--- src/rtl/msg_receiver.sv ---
// Receive-side message assembler: packs a byte stream into a 16-character buffer,
// closes on terminator or full buffer, holds until acknowledged, drops stale partials.
module msg_receiver #(
    parameter int         TIMEOUT_CYCLES = 1000,
    parameter logic [7:0] TERM_BYTE      = 8'h0A,
    parameter logic [7:0] FILL_BYTE      = 8'h20
) (
    input  logic         clk,
    input  logic         rst,
    input  logic [7:0]   rx_data,
    input  logic         rx_valid,
    input  logic         msg_ack,
    input  logic [3:0]   char_addr,
    output logic         rx_ready,
    output logic [127:0] msg,
    output logic [4:0]   msg_len,
    output logic         msg_valid,
    output logic         rx_error,
    output logic [7:0]   char_out
);

    localparam int            TW       = $clog2(TIMEOUT_CYCLES + 1);
    localparam logic [TW-1:0] TMR_LAST = TW'(TIMEOUT_CYCLES - 1);
    localparam logic [TW-1:0] TMR_MAX  = '1;

    typedef enum logic [1:0] {S_IDLE, S_RECV, S_DONE} state_t;

    state_t         r_state;
    state_t         w_state_next;
    logic [127:0]   r_msg;
    logic [127:0]   w_msg_next;
    logic [4:0]     r_len;
    logic [4:0]     w_len_next;
    logic [TW-1:0]  r_timer;
    logic           r_err;
    logic           w_accept;
    logic           w_term;
    logic           w_store;
    logic           w_timeout;
    logic           w_clear;
    logic [7:0]     w_chars [16];

    assign w_accept  = rx_valid && rx_ready;
    assign w_term    = (rx_data == TERM_BYTE);
    assign w_store   = w_accept && !w_term;
    // A byte arriving on the timeout cycle keeps the message alive.
    assign w_timeout = (r_state == S_RECV) && !w_accept && (r_timer == TMR_LAST);
    assign w_clear   = w_timeout || ((r_state == S_DONE) && msg_ack);

    genvar gi;
    generate
        for (gi = 0; gi < 16; gi++) begin : g_slot
            assign w_msg_next[127-8*gi -: 8] =
                w_clear                           ? FILL_BYTE :
                (w_store && (r_len == 5'(gi)))    ? rx_data   :
                                                    r_msg[127-8*gi -: 8];
            assign w_chars[gi] = r_msg[127-8*gi -: 8];
        end
    endgenerate

    assign w_len_next = w_clear ? 5'd0 : (w_store ? r_len + 5'd1 : r_len);

    always_ff @(posedge clk) begin
        if (rst) r_state <= S_IDLE;
        else     r_state <= w_state_next;
    end

    always_comb begin
        w_state_next = r_state;
        case (r_state)
            S_IDLE: if (w_store) w_state_next = S_RECV;
            S_RECV: begin
                if ((w_store && (r_len == 5'd15)) || (w_accept && w_term))
                    w_state_next = S_DONE;
                else if (w_timeout)
                    w_state_next = S_IDLE;
            end
            S_DONE: if (msg_ack) w_state_next = S_IDLE;
            default: w_state_next = S_IDLE;
        endcase
    end

    always_comb begin
        rx_ready  = (r_state != S_DONE);
        msg_valid = (r_state == S_DONE);
    end

    always_ff @(posedge clk) begin
        if (rst) begin
            r_msg   <= {16{FILL_BYTE}};
            r_len   <= 5'd0;
            r_timer <= '0;
            r_err   <= 1'b0;
        end else begin
            r_msg <= w_msg_next;
            r_len <= w_len_next;
            r_err <= w_timeout;
            // Idle counter only runs while a partial message is pending; saturates.
            if ((r_state != S_RECV) || w_accept)
                r_timer <= '0;
            else if (r_timer != TMR_MAX)
                r_timer <= r_timer + 1'b1;
        end
    end

    assign msg      = r_msg;
    assign msg_len  = r_len;
    assign rx_error = r_err;
    assign char_out = w_chars[char_addr];

endmodule

--- config.mk ---
export PLATFORM = sky130hd
export DESIGN_NAME = msg_receiver
export DESIGN_NICKNAME = d
export VERILOG_FILES = /design/src/rtl/msg_receiver.sv
export SDC_FILE = /design/constraint.sdc
export NUM_CORES = 1
export LEC_CHECK = 0
export CAP_MARGIN = 0
export CORE_MARGIN = 2
export CORE_UTILIZATION = 52
export CTS_BUF_LIST = sky130_fd_sc_hd__clkbuf_4 sky130_fd_sc_hd__clkbuf_8
export DETAILED_ROUTE_END_ITERATION = 8
export HOLD_SLACK_MARGIN = 0.15
export PLACE_DENSITY = 0.82
export SLEW_MARGIN = 20
export SYNTH_ARGS = -nofsm -noshare
export SYNTH_HDL_FRONTEND = slang
export SYNTH_SLANG_ARGS = --single-unit
--- constraint.sdc ---
create_clock -name clk -period 2.7 [get_ports clk]
set_input_delay 0.54 -clock clk [delete_from_list [all_inputs] [get_ports clk]]
set_output_delay 0.54 -clock clk [all_outputs]
set_load 0.005 [all_outputs]
==> implementation parameters <==
Parameter                              Value

Clock tree
  Clock-pin slew on the worst setup and hold paths    0.09 ns
  TritonCTS clock tree    built
  Clock latency on the worst-skew pair    0.48 ns
  Number of buffers created by CTS    17
  Clk sink count    146
  CTS Root Buffer Type    clkbuf_8
  Post-CTS setup buffers    0
  Max H-tree Level    4
  Hold buffers post-CTS    0
  Clock tree buffer depth    2

Critical path
  Terminus of the critical flop-to-flop path    msg[43]$_SDFFE_PP0P_
  Source of the worst register-to-register timing path    msg_len[3]$_SDFFE_PP0P_
  Critical path type    reg -> out
  Slack of the worst reg-to-reg path    0.56 ns
  Depth of the worst register-to-register path    5
  Startpoint class of the critical path    flop
  Critical path data required time    2.16 ns
  Crit path DAT    2.14 ns
  Type of element capturing the critical path    output pin
  Largest fanout on the critical path    3

Final layout
  Number of fill cells    959
  Ratio of cells with drive above 1 in the final layout    14.7%
  Total non-filler cell area in the finished layout    0.00941 sq mm
  FF+latch area    0.00292 sq mm
  Non-filler instance count after layout    1115
  Commonest non-fill, non-tap cells in the layout    150 x clkdlybuf4s50_1, 146 x dfxtp_1, 140 x nand3_1, 117 x o21ai_0, 109 x a21oi_1
  Number of nets in the final layout    947
  Layout area overhead    35.4%
  Area taken by multi-input logic gates    roughly 0.0037 sq mm
  Most common cell after layout, fill and taps aside    clkdlybuf4s50_1

Route
  Mean number of vias per cell    6.84
  Overall routed net length    26.7 mm
  Post-DR wirelength/cell    24.0 microns
  Number of vias after detailed routing    7627
  Number of routed nets with antenna violations    0
  Number of iterations in the first detailed-routing pass    7
  Drt first-iter violations    1719
  Count of unresolved DRC violations after routing    0

Place
  Half-perimeter wire length after detailed placement    about 18 mm
  Routability congestion estimate    about 1
  Standard cell area after detailed placement    0.00889 sq mm
  Port Buffers    159
  Total placed cells including tap cells    1080

GRT
  Initial antenna violation count    3
  Total global routing track utilization    a little under two fifths
  Sum of overflow across all layers after global routing    0
  Maximum number of pins on one net before global-route repair    70
  Vias in the first global route    7025
  First-pass GRT wire length    41.2 mm

Synthesis
  Most used flip-flop cell after synthesis    dfxtp_1
  Adder and majority gate portion of the synthesized area    1.08%
  EDFF count, synth    0
  Yosys top cell area share    42.1%
  Mapped Cells    approximately 800
  Area fraction in and, or, nand and nor cells after synthesis    16.2%
  Yosys reg bits    around 150
  Async SR Flop Fraction    0%
  Post-synthesis instance area    0.00695 sq mm
  Area share of xor/xnor cells in the synthesized design    0.882%
  Most area-hungry cell type in the Yosys netlist    dfxtp_1
  Synth area leaders    dfxtp_1 42%, mux4_2 10%, nand3_1 10%
  Distinct cells, synth    55
  Compound-cell area share of the yosys netlist    21.8%
  Yosys synthesis warning count    0
  Synth Net Count    808
  Seq/Total Area, Yosys    42.1%
  Avg Inst Size Synth    8.84 sq um
  Multiplexer area fraction after synthesis    11.8%
  Main combinational cell family by area after synthesis    compound AO/OA/AOI/OAI gates

Timing
  Slew of the pin with the lowest slew margin    0.729 ns
  Highest clock rate    374 MHz
  Max-slew headroom    between 50% and 60%
  Number of hold-slack violations in the final timing report    0
  Max-slew violation total from the final report    0
  Final period util    99.1%
  Number of setup violations in the final report    0
  Setup clock skew after layout    approximately 0.014 ns
  Hold Slack    0.507 ns
  Minimum clock period    2.68 ns

Run
  Max-cap violation count    0

Worst hold path
  Hold path cells    2
  Hold path start    msg[108]$_SDFFE_PP0P_
  Worst hold path endpoint    msg[108]$_SDFFE_PP0P_
  Hold Crit Class    reg -> reg

Floorplanning
  Standard-cell rows    between 40 and 50
  Width of the die    120 microns
  Ports placed on the boundary    between 150 and 200
  Initial standard-cell utilization of the core    52.9%
  Area enclosed by the die boundary    0.0143 sq mm
  Core area    about 0.013 sq mm
  Die height    120 microns

Power
  Maximum VDD drop    roughly 0.38 mV
  Design Power    4560 uW
  Leak pwr    roughly 0.0031 uW
  Power density over the cells    485 mW/mm^2

Run status
  Status    finished clean
## Yosys cell counts, drive strengths merged, types with 2 or more instances
library cell / count
xor2: 3
and3: 5
o21ai: 124
clkbuf: 49
a211oi: 6
nand3b: 2
or2: 2
nor2b: 4
nand3: 140
buf: 42
nand2b: 6
nor4: 3
nand4: 2
nor2: 22
dfxtp: 146
and2: 4
mux2i: 10
a22oi: 16
ha: 6
mux4: 32
a31oi: 2
nand2: 18
xnor2: 4
a211o: 4
a21oi: 109
inv: 5
## stage by stage
step                      setup WS [ns]  utilization [%]  TNS [ns]
after floorplan                   0.320                -         0
after global placement           -0.213             67.7     -1.51
after detailed placement         -0.279             67.7     -2.00
after CTS                       -0.0269             71.2   -0.0444
after global routing            -0.0105             71.6   -0.0105
final                            0.0246             71.6         0
## where the power goes
group	internal, uW	total, uW	switching, uW
Combinational	232	575	342
Sequential	2180	2210	32.6
Clock	855	1780	923
Total	3270	4560	1300
## layer usage
metal / vias to the layer above / global-route usage (%) / wire, microns / share of wire, %
met3: 204 / 12.6 / 3700 / 14
met5: - / 0 / 34 / 0.13
met4: 2 / 23.9 / 2190 / 8.2
met1: 3528 / 46.9 / 8740 / 33
li1: 3178 / - / - / -
met2: 715 / 57.1 / 12000 / 45
## critical path, cell delays in order (launching register included)
cell and delay, ns:
dfxtp_1 0.44, mux4_2 0.54, a22oi_1 0.27, nand2_1 0.13, dlygate4sd2_1 0.29
## registers in the layout, summed over array words and instances (netlist names)
| signal | count |
|---|---|
| msg_len | 5 |
| msg | 128 |
| r_timer | 10 |
| r_state | 2 |
| rx_error | 1 |
## timing repair
item,in CTS,in global routing
gates resized for setup,11,12
setup endpoints to repair,8,5
gates cloned,2,0
hold endpoints to repair,0,0
pin swaps,2,0
## cell type report
type / count / share of cell area [%]
multi-input combinational: 544 / 39.1
timing repair buffer: 211 / 23.0
inverter: 5 / 0.199
clock buffer: 18 / 2.63
clock inverter: 13 / 1.61
antenna: 2 / 0.0532
sequential: 146 / 31.1
tap: 176 / 2.34
## logic make-up (layout without fill, tap and decap cells)
family	Yosys count	after routing
xor+xnor	7	7
simple gates	217	217
flops	146	146
buf+inv	96	247
fa+ha+maj	6	6
mux	42	42
compound gates	272	272
other cells	0	2
## worst max-delay path by stage
stage | startpoint | to | slack [ns]
global route | msg[1]$_SDFFE_PP0P_ | char_out[1] | -0.01
finish | msg[1]$_SDFFE_PP0P_ | char_out[1] | 0.02
detailed placement | char_addr[1] | char_out[7] | -0.28
CTS | char_addr[2] | char_out[0] | -0.03
global placement | char_addr[1] | char_out[7] | -0.21
floorplan | char_addr[0] | char_out[0] | 0.32
Note: power is estimated with default switching activity, not from simulation.
